--- src/rtl/uart_pkg.sv ---
// uart_pkg: shared UART definitions.
//   tx_state_e   transmitter FSM states
//   PAR_EVEN/ODD parity-type encodings, shared with the receiver
//   par_calc     parity bit from a reduction-xor and the parity type
package uart_pkg;

  typedef enum logic [2:0] {
    ST_IDLE   = 3'd0,
    ST_START  = 3'd1,
    ST_DATA   = 3'd2,
    ST_PARITY = 3'd3,
    ST_STOP   = 3'd4
  } tx_state_e;

  localparam logic PAR_EVEN = 1'b0;
  localparam logic PAR_ODD  = 1'b1;

  // Even parity sends ^data, odd parity sends ~^data.
  function automatic logic par_calc(input logic red_xor, input logic par_typ);
    return (par_typ == PAR_ODD) ? ~red_xor : red_xor;
  endfunction

endpackage

--- src/rtl/uart_tx_fifo.sv ---
// uart_tx_fifo: synchronous first-word-fall-through FIFO.
//   clk, rst     clock, synchronous active-high reset (flushes contents)
//   push, din    write request and data (ignored while full)
//   pop, dout    read request (ignored while empty) and head word
//   full, empty  occupancy flags
//   level        occupied entries
module uart_tx_fifo #(
  parameter int unsigned DATA_WIDTH = 8,
  parameter int unsigned FIFO_DEPTH = 4
) (
  input  logic                          clk,
  input  logic                          rst,
  input  logic                          push,
  input  logic                          pop,
  input  logic [DATA_WIDTH-1:0]         din,
  output logic [DATA_WIDTH-1:0]         dout,
  output logic                          full,
  output logic                          empty,
  output logic [$clog2(FIFO_DEPTH):0]   level
);

  localparam int unsigned AW = $clog2(FIFO_DEPTH);

  logic [DATA_WIDTH-1:0] r_mem [FIFO_DEPTH];
  logic [AW-1:0]         r_wr_ptr;
  logic [AW-1:0]         r_rd_ptr;
  logic [AW:0]           r_count;
  logic                  w_push;
  logic                  w_pop;

  assign full   = (r_count == (AW+1)'(FIFO_DEPTH));
  assign empty  = (r_count == '0);
  assign w_push = push && !full;
  assign w_pop  = pop && !empty;
  assign dout   = r_mem[r_rd_ptr];
  assign level  = r_count;

  // Storage needs no reset; pointers and count define validity.
  always_ff @(posedge clk) begin
    if (w_push) r_mem[r_wr_ptr] <= din;
  end

  // Power-of-two depth: pointers wrap naturally.
  always_ff @(posedge clk) begin
    if (rst) begin
      r_wr_ptr <= '0;
      r_rd_ptr <= '0;
      r_count  <= '0;
    end else begin
      if (w_push) r_wr_ptr <= r_wr_ptr + AW'(1);
      if (w_pop)  r_rd_ptr <= r_rd_ptr + AW'(1);
      case ({w_push, w_pop})
        2'b10:   r_count <= r_count + (AW+1)'(1);
        2'b01:   r_count <= r_count - (AW+1)'(1);
        default: r_count <= r_count;
      endcase
    end
  end

endmodule

--- src/rtl/uart_tx_cfg.sv ---
// uart_tx_cfg: configurable UART transmitter with TX FIFO and prescaler.
//   CLK, RST            clock, synchronous active-high reset
//   DATA_VALID, P_DATA  word write (accepted when DATA_READY)
//   DATA_READY          FIFO not full (combinational)
//   PAR_EN, PAR_TYP     parity enable, 0 even / 1 odd
//   STOP2               two stop bits when set
//   PRESCALE            bit period = PRESCALE+1 clocks
//   busy, S_DATA        frame in progress, serial line (idle high)
//   fifo_level          occupied FIFO entries
module uart_tx_cfg
  import uart_pkg::*;
#(
  parameter int unsigned DATA_WIDTH = 8,
  parameter int unsigned FIFO_DEPTH = 4,
  parameter int unsigned PRESCALE_W = 16
) (
  input  logic                          CLK,
  input  logic                          RST,
  input  logic                          DATA_VALID,
  input  logic [DATA_WIDTH-1:0]         P_DATA,
  output logic                          DATA_READY,
  input  logic                          PAR_EN,
  input  logic                          PAR_TYP,
  input  logic                          STOP2,
  input  logic [PRESCALE_W-1:0]         PRESCALE,
  output logic                          busy,
  output logic                          S_DATA,
  output logic [$clog2(FIFO_DEPTH):0]   fifo_level
);

  localparam int unsigned CW = $clog2(DATA_WIDTH + 1);

  tx_state_e             r_state,    w_state_nxt;
  logic [PRESCALE_W-1:0] r_tmr,      w_tmr_nxt;
  logic [PRESCALE_W-1:0] r_prescale, w_prescale_nxt;
  logic [CW-1:0]         r_bitcnt,   w_bitcnt_nxt;
  logic [DATA_WIDTH-1:0] r_shift,    w_shift_nxt;
  logic                  r_stop_cnt, w_stop_cnt_nxt;
  logic                  r_par_bit,  w_par_bit_nxt;
  logic                  r_par_en,   w_par_en_nxt;
  logic                  r_stop2,    w_stop2_nxt;
  logic                  r_sdata,    w_sdata_nxt;
  logic                  r_busy;

  logic                  w_full;
  logic                  w_empty;
  logic                  w_pop;
  logic                  w_load;
  logic                  w_bit_end;
  logic [DATA_WIDTH-1:0] w_dout;

  uart_tx_fifo #(
    .DATA_WIDTH(DATA_WIDTH),
    .FIFO_DEPTH(FIFO_DEPTH)
  ) u_fifo (
    .clk  (CLK),
    .rst  (RST),
    .push (DATA_VALID),
    .pop  (w_pop),
    .din  (P_DATA),
    .dout (w_dout),
    .full (w_full),
    .empty(w_empty),
    .level(fifo_level)
  );

  assign DATA_READY = !w_full;
  assign busy       = r_busy;
  assign S_DATA     = r_sdata;
  assign w_bit_end  = (r_tmr == '0);

  // Next-state, datapath and line-level logic.
  always_comb begin
    w_state_nxt    = r_state;
    w_tmr_nxt      = r_tmr;
    w_prescale_nxt = r_prescale;
    w_bitcnt_nxt   = r_bitcnt;
    w_shift_nxt    = r_shift;
    w_stop_cnt_nxt = r_stop_cnt;
    w_par_bit_nxt  = r_par_bit;
    w_par_en_nxt   = r_par_en;
    w_stop2_nxt    = r_stop2;
    w_sdata_nxt    = r_sdata;
    w_pop          = 1'b0;
    w_load         = 1'b0;

    if (r_state != ST_IDLE && !w_bit_end) w_tmr_nxt = r_tmr - PRESCALE_W'(1);

    case (r_state)
      ST_IDLE: w_load = !w_empty;
      ST_START: begin
        if (w_bit_end) begin
          w_state_nxt  = ST_DATA;
          w_tmr_nxt    = r_prescale;
          w_sdata_nxt  = r_shift[0];
          w_shift_nxt  = r_shift >> 1;
          w_bitcnt_nxt = '0;
        end
      end
      ST_DATA: begin
        if (w_bit_end) begin
          w_tmr_nxt = r_prescale;
          if (r_bitcnt == CW'(DATA_WIDTH - 1)) begin
            if (r_par_en) begin
              w_state_nxt = ST_PARITY;
              w_sdata_nxt = r_par_bit;
            end else begin
              w_state_nxt    = ST_STOP;
              w_sdata_nxt    = 1'b1;
              w_stop_cnt_nxt = 1'b0;
            end
          end else begin
            w_sdata_nxt  = r_shift[0];
            w_shift_nxt  = r_shift >> 1;
            w_bitcnt_nxt = r_bitcnt + CW'(1);
          end
        end
      end
      ST_PARITY: begin
        if (w_bit_end) begin
          w_state_nxt    = ST_STOP;
          w_sdata_nxt    = 1'b1;
          w_tmr_nxt      = r_prescale;
          w_stop_cnt_nxt = 1'b0;
        end
      end
      ST_STOP: begin
        if (w_bit_end) begin
          if (r_stop2 && !r_stop_cnt) begin
            w_stop_cnt_nxt = 1'b1;
            w_tmr_nxt      = r_prescale;
          end else if (!w_empty) begin
            w_load = 1'b1;
          end else begin
            w_state_nxt = ST_IDLE;
          end
        end
      end
      default: w_state_nxt = ST_IDLE;
    endcase

    // Frame start: pop head word and freeze config for the whole frame.
    if (w_load) begin
      w_pop          = 1'b1;
      w_state_nxt    = ST_START;
      w_tmr_nxt      = PRESCALE;
      w_prescale_nxt = PRESCALE;
      w_par_en_nxt   = PAR_EN;
      w_stop2_nxt    = STOP2;
      w_shift_nxt    = w_dout;
      w_par_bit_nxt  = par_calc(^w_dout, PAR_TYP);
      w_sdata_nxt    = 1'b0;
    end
  end

  // State and datapath registers.
  always_ff @(posedge CLK) begin
    if (RST) begin
      r_state    <= ST_IDLE;
      r_tmr      <= '0;
      r_prescale <= '0;
      r_bitcnt   <= '0;
      r_shift    <= '0;
      r_stop_cnt <= 1'b0;
      r_par_bit  <= 1'b0;
      r_par_en   <= 1'b0;
      r_stop2    <= 1'b0;
      r_sdata    <= 1'b1;
      r_busy     <= 1'b0;
    end else begin
      r_state    <= w_state_nxt;
      r_tmr      <= w_tmr_nxt;
      r_prescale <= w_prescale_nxt;
      r_bitcnt   <= w_bitcnt_nxt;
      r_shift    <= w_shift_nxt;
      r_stop_cnt <= w_stop_cnt_nxt;
      r_par_bit  <= w_par_bit_nxt;
      r_par_en   <= w_par_en_nxt;
      r_stop2    <= w_stop2_nxt;
      r_sdata    <= w_sdata_nxt;
      r_busy     <= (w_state_nxt != ST_IDLE);
    end
  end

endmodule
--- config.mk ---
export PLATFORM = sky130hd
export DESIGN_NAME = uart_tx_cfg
export DESIGN_NICKNAME = d
export VERILOG_FILES = /design/src/rtl/uart_pkg.sv /design/src/rtl/uart_tx_fifo.sv /design/src/rtl/uart_tx_cfg.sv
export SDC_FILE = /design/constraint.sdc
export NUM_CORES = 1
export LEC_CHECK = 0
export CORE_ASPECT_RATIO = 0.5
export CORE_UTILIZATION = 45
export CTS_BUF_LIST = sky130_fd_sc_hd__clkbuf_8 sky130_fd_sc_hd__clkbuf_16
export DETAILED_ROUTE_END_ITERATION = 10
export MAX_ROUTING_LAYER = met4
export SLEW_MARGIN = 20
export SYNTH_ARGS = -nofsm -noshare
export SYNTH_HDL_FRONTEND = slang
export SYNTH_SLANG_ARGS = --single-unit
export TNS_END_PERCENT = 100
--- constraint.sdc ---
create_clock -name CLK -period 3.98 [get_ports CLK]
set_clock_uncertainty 0.05 [all_clocks]
set_input_delay 1.194 -clock CLK [delete_from_list [all_inputs] [get_ports CLK]]
set_output_delay 1.194 -clock CLK [all_outputs]
set_load 0.005 [all_outputs]
* Yosys cells after proc, flatten, opt, wreduce, memory -nomap -nowiden
Memory sizes are Yosys's and may differ from the RTL's. A register that Yosys moved wholly into a read port is not among the register bits. Cells that the tools add are included. W data, S select, Z words.
Word-level totals: bits of input ports 30, output and inout bits 6, memories kept 1, word-level logic and storage cells 116, memory bits (writable) 32, bits in registers 60
Cells by class: muxes and demuxes 50, add/subtract/negate cells 6, bitwise logic cells 1, equality and inequality tests 20, reductions and logical operators 24
Memories:
- u_fifo.r_mem | words 4, width 8, read ports 1, clocked after Yosys merged registers in 1, wr ports 1, line uart_tx_fifo.sv:24 | logic [DATA_WIDTH-1:0] r_mem [FIFO_DEPTH];
Operators with widths (count):
- $mux W16 | 5
- $mux W8 | 4
- $pmux W16 S2 | 1
- $mux W3 | 9
- $mux W1 | 19
- $logic_not A16 Y1 | 1
- $ne A2 B2 Y1 const B | 8
- $pmux W8 S2 | 1
- $sub A16 B1 Y16 const B | 1
- $pmux W3 S5 | 1
- $mux W4 | 3
- $ne A3 B3 Y1 const B | 4
- $reduce_and A4 Y1 | 3
- $reduce_bool A3 Y1 | 4
- $pmux W4 S2 | 1
- $reduce_xor A8 Y1 | 1
- $reduce_and A7 Y1 | 1
- $eq A3 B2 Y1 const B | 2
- $eq A3 B3 Y1 const B | 2
- $logic_not A3 Y1 | 2
- $pmux W1 S3 | 2
- $pmux W3 S2 | 1
- $add A2 B1 Y2 const B | 2
- $add A4 B1 Y4 const B | 1
- other kinds (14) | 22

* Depth between registers and ports, before layout
depth in word-level cells 9, depth in mapped cells 14, mapped depth without buffers 13

* Hierarchy
A second synthesis with hierarchy kept.
Unflattened totals: cell total of the unflattened synthesis 415, area total of the unflattened synthesis 4444.3 sq um
Modules (own cells, without submodules):
- uart_tx_cfg | instances 1, cells each 319, area an instance 2808.9 sq um, seq. area each 1061.0 sq um
- uart_tx_fifo | instances 1, cells each 96, area an instance 1635.3 sq um, seq. area each 1141.1 sq um

* Worst setup path before layout
No wires, ideal clock.
path kind reg-to-reg, start register r_tmr[0], end register u_fifo.r_count[2] (netlist: u_fifo.level[2]), stages on the path, launching flop included 15, arrival 2884 ps, period minus slack after synthesis 3005 ps, setup time 71 ps, buffers on the path 1, setup slack 975 ps, required time 3859 ps, cells stage by stage dfxtp_1 > inv_1 > ha_1 > nor3b_1 > nand2_1 > o21ai_2 > nand2_1 > inv_2 > buf_2 > ha_1 > inv_1 > fa_1 > xor2_1 > or3_1 > a21oi_1
Between the ends: word-level cells in the longest chain between the ends 7, elaborated cells between the ends (all ways) 9, those cells by class eq/ne: 2; mux: 4; reduce/logical: 3
RTL lines:
- from (decl) | line uart_tx_cfg.sv:34 | logic [PRESCALE_W-1:0] r_tmr, w_tmr_nxt;
- from (signal assigned) | line uart_tx_cfg.sv:172 | r_tmr <= w_tmr_nxt;
- $logic_not A16 Y1 * | line uart_tx_cfg.sv:70 | assign w_bit_end = (r_tmr == '0);
- $mux W1 * | line uart_tx_cfg.sv:128 | if (w_bit_end) begin
- $pmux W1 S2 * | line uart_tx_cfg.sv:89 | case (r_state)
- $mux W1 * | line uart_tx_cfg.sv:143 | if (w_load) begin
- $logic_and A1 B1 Y1 * | line uart_tx_fifo.sv:34 | assign w_pop = pop && !empty;
- net u_fifo.w_pop | line uart_tx_fifo.sv:29 | logic w_pop;
- $eq A2 B1 Y1 / $eq A2 B2 Y1 (equally long branches) | line uart_tx_fifo.sv:52 | case ({w_push, w_pop})
- $pmux W3 S2 / $reduce_bool A2 Y1 (equally long branches)
- to (signal assigned) | line uart_tx_fifo.sv:53 | 2'b10: r_count <= r_count + (AW+1)'(1);
- to (signal assigned) | line uart_tx_fifo.sv:54 | 2'b01: r_count <= r_count - (AW+1)'(1);
- to (signal assigned) | line uart_tx_fifo.sv:55 | default: r_count <= r_count;
- to (decl) | line uart_tx_fifo.sv:27 | logic [AW:0] r_count;
The timed path passes the listed nets; every way through them passes the cells marked *. A chain may end at the register's enable or synchronous reset.

* Final worst setup path
start register r_tmr[0], end register u_fifo.r_count[2] (netlist: u_fifo.level[2])
Between the ends: word-level cells in the longest chain between the ends 7, elaborated cells between the ends (all ways) 9, those cells by class eq/ne: 2; mux: 4; reduce/logical: 3
RTL lines (line):
- $logic_not A16 Y1 * | uart_tx_cfg.sv:70
- $mux W1 * | uart_tx_cfg.sv:128
- $pmux W1 S2 * | uart_tx_cfg.sv:89
- $mux W1 * | uart_tx_cfg.sv:143
- $logic_and A1 B1 Y1 * | uart_tx_fifo.sv:34
- $eq A2 B1 Y1 / $eq A2 B2 Y1 (equally long branches) | uart_tx_fifo.sv:52
- $pmux W3 S2 / $reduce_bool A2 Y1 (equally long branches)
Every way passes the cells marked *; elsewhere a longest branch is shown, timed or not.

==> summary.md <==
| Metric | Value |
|---|---|
| Outcome | finished, final reports clean |
| Diode count | 0 |
| Top FF cell, synth | dfxtp_1 |
| Clk buf depth | 2 |
| Initial antenna violation count | 0 |
| Antenna Nets Post-Route | 0 |
| CTS Sinks | 94 |
| Final setup violation count | 0 |
| Routability congestion estimate | 0.856 |
| Pleak | 1.77 nW |
| Hpwl dp | 5.98 mm |
| Die width | 140 um |
| Worst vdd ir | around 0.31 mV |
| Commonest non-fill, non-tap cell in the layout | dfxtp_1 |
| Power per cell area | 835 nW/um^2 |
| #FFs+latches synth | 94 |
| Post-CTS setup repair buffer count | 0 |
| Register area share after synthesis | 51.3% |
| Final Worst Setup Slack | 0.900 ns |
| P&R area growth vs syn | 17.3% |
| Via/cell ratio | 5.59 |
| Leading area contributor after synthesis | dfxtp_1 |
| Worst slew margin | 49.0% |
| Clock transition at the registers of the reported paths | 0.07 ns |
| CP arrival | 3.31 ns |
| Post-synth EDFFs | 32 |
| Hold/Removal Path Class | flip-flop to flip-flop |
| Worst flop-to-flop path startpoint | r_tmr[0]$_SDFF_PP0_ |
| TritonCTS clock tree | done |
| Final Hold Fails | 0 |
| Placed insts | 558 |
| Fin crit period | 3.08 ns |
| Total grt overflow | 0 |
| Worst skew pair latency | 0.35 ns |
| Synth cell types | 59 |
| CP endpoint | u_fifo.level[2]$_SDFFE_PP0P_ |
| Reg-to-Reg End | u_fifo.level[2]$_SDFFE_PP0P_ |
| Most frequent cells in the layout | dfxtp_1, nand2_1, a21oi_1, clkdlybuf4s50_1, edfxtp_1 |
| Post-CTS sizing | 0 |
| HP Start | r_prescale[8]$_SDFFE_PP0P_ |
| Worst-path fanout max | 8 |
| Design area | 5030 um^2 |
| Post-Syn Nets | between 400 and 500 |
| Vias | 3210 |
| CP startpoint | r_tmr[0]$_SDFF_PP0_ |
| Max-slew violation count | 0 |
| Die area | 9950 um^2 |
| Synth Warn # | 0 |
| Cells along the critical path | inv_1 > ha_1 > nor3b_1 > nand2_1 > o21ai_2 > nand2_1 > inv_2 > ha_1 > inv_1 > fa_1 > xor2_1 > or3_1 > a21oi_1 |
| Clock Tree Root | clkbuf_16 |
| Initial drt markers | between 200 and 250 |
| CP max stage delay | 0.37 ns |
| Worst Reg2Reg Path Length in Cells | 13 |
| H-tree depth | 3 |
| Die height | 71.0 um |
| Total global-route track usage | about a fifth |
| Number of max-cap violations | 0 |
| RSZ-0062 raised after global routing | no |
| Layout Nets | ~500 |
| Setup TNS | 0 ns |
| Hold_buf cts | 0 |
| Core ar. | 8980 um^2 |
| Row cnt | 24 |
| Vias in the first global route | just over 3000 |
| Crit end category | flip-flop |
| Max frequency | about 320 MHz |
| Cell area after synthesis | 4290 um^2 |
| DRC violations left | 0 |
| DR pass1 iterations | 5 |
| Slew @ Worst Pin | 0.760 ns |
| Crit start category | flip-flop |
| Layout cell share with drive strength beyond 1 | 7.88% |
| IO Port Bufs | 35 |
| First-pass GRT wire length | 15.0 mm |
| CP required | between 4 and 5 ns |
| # IOs | 36 |
| DP Worst Slack | ~0.74 ns |
| Period Utilization, post-route | 77.4% |
| Syn_area_per_cell | 10.1 um^2 |
| Setup CP Type | flip-flop to flip-flop |
| Routed len/inst | 15.6 um |
| R2r setup slk | roughly 0.9 ns |
| Cells after synthesis | 425 |
| Placed Area | 4700 um^2 |
| Routed WL | 8.95 mm |
| Top-area cell type share of the netlist area | 28.9% |
| Finished Layout Cells | 574 |
| Initial Util | a little under half |
| Synth async-reset ratio | 0% |
| Slowest CP cell | fa_1 |
| CTS Buf Count | 9 |
| Pin count of the biggest net entering global routing | 37 |
| Synth area leaders | dfxtp_1, edfxtp_1, nand2_1 |
[synthesized netlist by cell type (2+ instances only)]
cell type,instances
dfxtp_1,62
nand2_1,59
a21oi_1,40
edfxtp_1,32
nor2_1,31
clkbuf_1,15
xnor2_1,14
o21ai_0,13
inv_1,11
nand3_1,11
nor3_1,11
a22oi_1,9
and3_1,9
a211oi_1,7
ha_1,7
or3_1,7
xor2_1,6
buf_2,5
nor2b_1,5
a31oi_1,4
and2_1,4
mux2i_1,4
mux4_1,4
mux4_2,4
nor4_1,4
o211ai_1,4
a211o_1,3
a221oi_1,3
nand3b_1,3
buf_4,2
nor3_2,2
o22ai_1,2
o31ai_1,2
[worst max-delay path: cells and delay by family, from the launching register on]
family	cells	cell delay [ns]
DFF	1	0.33
buffers and inverters	3	0.24
adders and majority gates	3	0.73
AOI/OAI and AO/OA	2	0.46
xor gates and xnor gates	1	0.16
and+or+nand+nor	4	1.02
[flip-flops by register name (all words and copies together), names as in the netlist, named ones only]
signal,count
r_stop2,1
r_state,3
u_fifo.r_wr_ptr,2
r_par_bit,1
r_prescale,16
r_shift,8
r_par_en,1
u_fifo.r_rd_ptr,2
r_tmr,16
S_DATA,1
u_fifo.level,3
u_fifo.r_mem,32
r_stop_cnt,1
busy,1
r_bitcnt,4
[report_power, final]
| part | switching [W] | leakage [nW] | internal (W) | total, W |
|---|---|---|---|---|
| clock network | 0.000389 | 0.155 | 0.000559 | 0.000948 |
| logic | 0.00106 | 0.812 | 0.000748 | 0.00180 |
| registers | 0.000203 | 0.801 | 0.00125 | 0.00145 |
| total | 0.00165 | 1.77 | 0.00255 | 0.00420 |
[final cells by class]
type                            count  area (um^2)
Fill cell                         793         3950
Sequential cell                    94         2200
Multi-Input combinational cell    296         1940
Timing Repair Buffer               39          375
Clock buffer                        9          225
Tap cell                          117          146
Clock inverter                      7          104
Inverter                           12         45.0
[kinds of logic after synthesis]
logic type	count (synthesis)	share of synthesized area, %
buf+inv	35	3.56
compound gates	99	14.8
xor+xnor	22	4.99
fa+ha+maj	8	2.51
flops	94	51.3
simple gates	155	17.3
mux	12	5.48
[layer usage]
layer | wire length [um] | track usage (%) | vias to the layer above
li1 | - | - | 1588
met1 | 4340 | 25.8 | 1541
met2 | 4200 | 31.6 | 74
met3 | 342 | 4.94 | 7
met4 | 76 | 7.33 | 0
met5 | 0 | - | -
[stage by stage]
step	hold WS, ns	utilization, %	power, W
floorplan	0.382	-	0.00285
CTS	0.409	56.1	0.00422
global route	0.429	56.1	0.00451
global placement	0.387	52.4	0.00321
detailed placement	0.395	52.4	0.00326
finish	0.406	56.1	0.00420
[worst min path at each step]
stage                                              to  cells after the start
after global placement    r_prescale[11]$_SDFFE_PP0P_                      2
after floorplan           r_prescale[11]$_SDFFE_PP0P_                      2
after global routing          r_shift[1]$_SDFFE_PP0P_                      2
final                      r_prescale[8]$_SDFFE_PP0P_                      2
after detailed placement   r_prescale[3]$_SDFFE_PP0P_                      2
after CTS                     r_shift[4]$_SDFFE_PP0P_                      2
(Power assumes the default switching activity.)
